File: config.mk
export PLATFORM = sky130hd
export DESIGN_NAME = instruction_fetch_unit
export DESIGN_NICKNAME = d
export VERILOG_FILES = /design/src/rtl/cpu_pkg.sv /design/src/rtl/pc_next_calc.sv /design/src/rtl/instruction_fetch_unit.sv
export SDC_FILE = /design/constraint.sdc
export NUM_CORES = 1
export LEC_CHECK = 0
export ABC_AREA = 1
export CELL_PAD_IN_SITES_DETAIL_PLACEMENT = 1
export CELL_PAD_IN_SITES_GLOBAL_PLACEMENT = 1
export CORE_UTILIZATION = 38
export CTS_CLUSTER_DIAMETER = 30
export DETAILED_ROUTE_END_ITERATION = 10
export PLACE_DENSITY = 0.94
export REMOVE_ABC_BUFFERS = 1
export SYNTH_ARGS = -nofsm -noshare
export SYNTH_HDL_FRONTEND = slang
export SYNTH_SLANG_ARGS = --single-unit
File: constraint.sdc
create_clock -name CLK -period 6.6 [get_ports CLK]
set_input_delay 0.99 -clock CLK [delete_from_list [all_inputs] [get_ports CLK]]
set_output_delay 0.99 -clock CLK [all_outputs]
set_load 0.1 [all_outputs]
File: src/rtl/cpu_pkg.sv
// Shared definitions for the fetch front end: opcodes, instruction field bounds,
// fetch FSM states and the legal-opcode helper used when ILLEGAL_OPCODE_TRAP_EN is set.
package cpu_pkg;

    localparam logic [7:0] OP_LOADI     = 8'h00;
    localparam logic [7:0] OP_MOV       = 8'h01;
    localparam logic [7:0] OP_ADD       = 8'h02;
    localparam logic [7:0] OP_SUB       = 8'h03;
    localparam logic [7:0] OP_AND       = 8'h04;
    localparam logic [7:0] OP_OR        = 8'h05;
    localparam logic [7:0] OP_J         = 8'h06;
    localparam logic [7:0] OP_BEQ       = 8'h07;
    localparam logic [7:0] OP_MAX_LEGAL = OP_BEQ;

    localparam int unsigned OPCODE_MSB    = 31;
    localparam int unsigned OPCODE_LSB    = 24;
    localparam int unsigned RD_OFFSET_MSB = 23;
    localparam int unsigned RD_OFFSET_LSB = 16;
    localparam int unsigned RT_MSB        = 15;
    localparam int unsigned RT_LSB        = 8;
    localparam int unsigned RS_IMM_MSB    = 7;
    localparam int unsigned RS_IMM_LSB    = 0;

    localparam int unsigned INSTR_BYTES = 4;

    typedef enum logic [1:0] {
        ST_IDLE  = 2'd0,
        ST_FETCH = 2'd1,
        ST_ISSUE = 2'd2,
        ST_HALT  = 2'd3
    } fetch_state_e;

    function automatic logic is_illegal_opcode(input logic [7:0] op);
        return op > OP_MAX_LEGAL;
    endfunction

endpackage

File: src/rtl/pc_next_calc.sv
// Next-PC selection: sequential PC+4, or PC+4 plus a sign-extended word offset
// when a jump or a taken branch is signalled. Purely combinational.
module pc_next_calc
    import cpu_pkg::*;
#(
    parameter int PC_WIDTH = 32
) (
    input  logic [PC_WIDTH-1:0] pc,
    input  logic [7:0]          offset,
    input  logic                jump,
    input  logic                branch,
    input  logic                zero,
    output logic                taken,
    output logic [PC_WIDTH-1:0] next_pc
);

    logic [PC_WIDTH-1:0] offset_ext;
    logic [PC_WIDTH-1:0] seq_pc;
    logic [PC_WIDTH-1:0] target_pc;

    // Offset counts words; wrap-around past either end of the address space is silent.
    assign offset_ext = {{(PC_WIDTH-8){offset[7]}}, offset};
    assign seq_pc     = pc + PC_WIDTH'(INSTR_BYTES);
    assign target_pc  = seq_pc + (offset_ext << 2);

    assign taken   = jump | (branch & zero);
    assign next_pc = taken ? target_pc : seq_pc;

endmodule

File: src/rtl/instruction_fetch_unit.sv
// Non-pipelined fetch unit: IDLE -> FETCH -> ISSUE loop with a registered IR.
// Define ILLEGAL_OPCODE_TRAP_EN to halt on opcodes above OP_MAX_LEGAL and expose HALTED.
module instruction_fetch_unit
    import cpu_pkg::*;
#(
    parameter int                PC_WIDTH = 32,
    parameter logic [PC_WIDTH-1:0] RESET_PC = '0
) (
    input  logic                CLK,
    input  logic                RESET_N,
    output logic                IMEM_READ,
    output logic [PC_WIDTH-1:0] IMEM_ADDRESS,
    input  logic [31:0]         IMEM_READDATA,
    input  logic                IMEM_BUSYWAIT,
    input  logic                STALL,
    input  logic                JUMP,
    input  logic                BRANCH,
    input  logic                ZERO,
    output logic [PC_WIDTH-1:0] PC,
    output logic [7:0]          OPCODE,
    output logic [7:0]          RD_OFFSET,
    output logic [7:0]          RT,
    output logic [7:0]          RS_IMM,
    output logic                INSTR_VALID
`ifdef ILLEGAL_OPCODE_TRAP_EN
    ,
    output logic                HALTED
`endif
);

    fetch_state_e        state;
    logic [PC_WIDTH-1:0] pc_q;
    logic [31:0]         ir_q;
    logic                imem_read_q;
    logic                instr_valid_q;
    logic [PC_WIDTH-1:0] next_pc;
    logic                taken;

    pc_next_calc #(
        .PC_WIDTH (PC_WIDTH)
    ) u_pc_next_calc (
        .pc      (pc_q),
        .offset  (ir_q[RD_OFFSET_MSB:RD_OFFSET_LSB]),
        .jump    (JUMP),
        .branch  (BRANCH),
        .zero    (ZERO),
        .taken   (taken),
        .next_pc (next_pc)
    );

`ifdef ILLEGAL_OPCODE_TRAP_EN
    logic halted_q;
    logic ir_illegal;

    assign ir_illegal = is_illegal_opcode(ir_q[OPCODE_MSB:OPCODE_LSB]);
    assign HALTED     = halted_q;
`endif

    always_ff @(posedge CLK or negedge RESET_N) begin
        if (!RESET_N) begin
            state         <= ST_IDLE;
            pc_q          <= RESET_PC;
            ir_q          <= 32'h0;
            imem_read_q   <= 1'b0;
            instr_valid_q <= 1'b0;
`ifdef ILLEGAL_OPCODE_TRAP_EN
            halted_q      <= 1'b0;
`endif
        end else begin
            case (state)
                ST_IDLE: begin
                    state       <= ST_FETCH;
                    imem_read_q <= 1'b1;
                end
                ST_FETCH: begin
                    if (!IMEM_BUSYWAIT) begin
                        ir_q        <= IMEM_READDATA;
                        imem_read_q <= 1'b0;
                        state       <= ST_ISSUE;
`ifdef ILLEGAL_OPCODE_TRAP_EN
                        // An illegal word never shows as valid, even for its single cycle in ISSUE.
                        instr_valid_q <= !is_illegal_opcode(IMEM_READDATA[OPCODE_MSB:OPCODE_LSB]);
`else
                        instr_valid_q <= 1'b1;
`endif
                    end
                end
                ST_ISSUE: begin
`ifdef ILLEGAL_OPCODE_TRAP_EN
                    if (ir_illegal) begin
                        state         <= ST_HALT;
                        halted_q      <= 1'b1;
                        instr_valid_q <= 1'b0;
                    end else
`endif
                    if (!STALL) begin
                        pc_q          <= next_pc;
                        state         <= ST_FETCH;
                        imem_read_q   <= 1'b1;
                        instr_valid_q <= 1'b0;
                    end
                end
                ST_HALT: begin
                    // Held until reset; PC stays at the faulting address.
                end
                default: begin
                    state         <= ST_IDLE;
                    imem_read_q   <= 1'b0;
                    instr_valid_q <= 1'b0;
                end
            endcase
        end
    end

    assign IMEM_READ    = imem_read_q;
    assign IMEM_ADDRESS = pc_q;
    assign PC           = pc_q;
    assign INSTR_VALID  = instr_valid_q;
    assign OPCODE       = ir_q[OPCODE_MSB:OPCODE_LSB];
    assign RD_OFFSET    = ir_q[RD_OFFSET_MSB:RD_OFFSET_LSB];
    assign RT           = ir_q[RT_MSB:RT_LSB];
    assign RS_IMM       = ir_q[RS_IMM_MSB:RS_IMM_LSB];

endmodule

==> summary.txt <==
Global routing
  • Vias in the first global route: 7458
  • GR Util All Layers: 0.294
  • Largest net degree at the start of global routing: 66
  • Grt ovf: 0
  • Initial antenna violation count: 0
  • First-pass GRT wire length: 37.6 mm

Synth
  • Cell area after synthesis: 0.00622 mm^2
  • Yosys top cell area share: 0.261
  • Synth cell types: 34
  • Post-Synthesis Cells: just over 1000
  • Seq/Total Area, Yosys: 0.261
  • Commonest cells in the netlist: nand2_1 (406), inv_1 (157), nor2_1 (88)
  • Area contributors post-synth: dfrtp_1 (26%), nand2_1 (24%), inv_1 (9.5%)
  • Most instantiated library cell after synthesis: nand2_1
  • Dominant synthesized flop cell: dfrtp_1
  • Syn Area/Cell: about 6.1 um^2
  • Dominant cell type by area after synthesis: dfrtp_1
  • Yosys warnings: 0
  • Number of synthesized flops with an enable pin: 0
  • Register bit total from synthesis: 65
  • Async SR Flop Fraction: 1.00

Min path
  • Hold depth: 2
  • Hold path start: ir_q[2]
  • Worst hold path type: reg -> reg

Detailed routing
  • Average wire per standard cell: about 17 um
  • Vias per inst: roughly 5.2
  • Via count: 6990
  • Post-route ant nets: 0
  • Drt drc: 0
  • WL final: 23.5 mm
  • Drt first-iter violations: between 400 and 500
  • DR pass1 iterations: 4

STA
  • RSZ-0062 raised after global routing: no
  • Crit path time final: between 3000 and 4000 ps
  • Final slew viol count: 0
  • Setup TNS: 0 ps
  • Least-Margin Pin Slew: 1250 ps
  • Rel. slew slack: 0.165
  • Skew final: 8.72 ps
  • Final hold violation count: 0
  • Max Clock Freq: ~0.28 GHz
  • Setup violations, final: 0
  • Period utilization: 0.551

Placement
  • Gp weighted congestion: 0.918
  • Port-buffer cells: 132
  • Final HPWL DP: 18.0 mm

CTS
  • Clock Tree Buf Depth: 2
  • Clock latency on the worst-skew pair: 340 ps
  • CTS buffer count: 9
  • H-tree depth: 3
  • Hold-fix buffers at CTS: 0
  • Clk sink count: 65
  • Post-CTS Setup Repair Bufs: 0
  • Clk slew on worst S/H paths: around 60 ps
  • TritonCTS clock tree: yes
  • CTS resizes: 0
  • Clk root buf: clkbuf_16

Die
  • Starting Density: 0.390
  • I/O pin total: 137
  • Die height: 130 um
  • DIE WIDTH: about 130 um
  • Core Region: approximately 0.016 mm^2
  • Die area: 0.0169 mm^2
  • Row cnt: 46

Worst setup path
  • Max incr delay on CP: 900 ps
  • WP buf/inv: 2
  • Critical Path Stages: 7
  • Critical path origin: ZERO
  • CP most frequent cell: nand2_1
  • CP Data Required Time: 6830 ps
  • Top cell family by delay on the critical path: buffers and inverters
  • Worst path slowest cell: inv_1
  • Reg-to-Reg Start: IMEM_ADDRESS[10]
  • Crit. End Element: flop
  • Crit path max fanout: 39
  • WP data arrival: approximately 3900 ps
  • CP Launch Type: primary input
  • Worst Reg-to-Reg Cells: 14
  • CP Class: in -> reg
  • Crit-path cells: clkdlybuf4s50_1 > a21oi_2 > inv_1 > nand3_1 > o21ai_0 > nand2_1 > nand2_1

Outcome
  • Run status: finished clean

Cells and area
  • Filler Cell Count: 2174
  • Storage element area: 0.00163 mm^2
  • Diode count: 0
  • # nets final: 1200
  • Layout area overhead: 25.9%
  • Area of the multi-input gates: 0.00370 mm^2
  • Share of cells above drive strength 1: 0.0488

Flow run
  • MaxCap Viol Count: 0
## flip-flops by register name, summed over array words and instances, names as in the netlist
| signal | flops |
|---|---|
| state | 2 |
| IMEM_ADDRESS | 30 |
| INSTR_VALID | 1 |
| ir_q | 32 |
## through the flow
step                      cells  utilization  setup WS [ps]  area (um^2)  hold slack (ps)
after floorplan             976            -           2520         5910              472
after global placement     1328        0.472           2860         7530              453
after detailed placement   1328        0.472           2700         7530              461
after CTS                  1344        0.491           2950         7830              473
after global routing       1344        0.491           2620         7830              485
final                      1344        0.491           2970         7830              468
## cell type report
type                       instances  share of cell area
multi-input combinational        753               0.472
timing repair buffer             136               0.172
clock buffer                       9              0.0287
sequential                        65               0.208
inverter                         158              0.0757
tap                              216              0.0345
clock inverter                     7             0.00974
## layout by cell type (no fill, tap or decap), types with 2 or more instances in the layout
cell,instances
xor2_1,11
conb_1,4
clkbuf_16,9
nor2_2,7
a31oi_1,6
buf_4,4
a21oi_1,37
or2_2,5
nor3_2,3
o211ai_1,6
and2_1,2
inv_1,157
nand2_2,8
nand3_2,3
o21a_1,2
dfrtp_1,65
nand4_1,16
clkdlybuf4s50_1,131
xnor2_1,10
nor3_1,3
o21ai_1,3
o21ai_0,21
nor2_1,86
nor2_4,4
inv_6,3
nand2_1,406
ha_1,37
o21bai_1,7
clkinvlp_4,2
nand3_1,60
## cells by family (layout without fill, tap and decap cells)
| logic type | Yosys count | after routing | synth area share |
|---|---|---|---|
| DFF | 65 | 65 | 0.261 |
| AOI/OAI and AO/OA | 83 | 83 | 0.0740 |
| other | 1 | 4 | 0.000603 |
| xor gates and xnor gates | 21 | 21 | 0.0296 |
| buffers and inverters | 210 | 310 | 0.148 |
| adders and majority gates | 38 | 38 | 0.0776 |
| and+or+nand+nor | 607 | 607 | 0.409 |
## path summary, 6_finish.rpt
| check | end | slack, ps |
|---|---|---|
| min in group asynchronous | IMEM_ADDRESS[28] | 840 |
| hold / removal | ir_q[2] | 470 |
| setup / recovery | IMEM_ADDRESS[16] | 2970 |
| max in group asynchronous | ir_q[24] | 5150 |
| hold reg to reg | ir_q[2] | 470 |
| setup reg to reg | IMEM_ADDRESS[14] | 3000 |
## per-layer routing
layer | up-vias | share of wire | GRT usage
met5 | - | 0 | 0
met2 | 263 | 0.48 | 0.505
met3 | 86 | 0.056 | 0.0549
li1 | 3324 | - | -
met4 | 0 | 0.062 | 0.188
met1 | 3317 | 0.40 | 0.337
## worst register-to-register path: cells and delay by family (launching register included)
family	cells	cell delay, ps
simple gates	7	1390
xor+xnor	2	700
compound gates	3	510
flops	1	480
fa+ha+maj	1	320
buf+inv	1	50
Power is left out: the tool's default activity adds up to more than one toggle a clock period on the data nets, which glitch-free logic cannot reach.
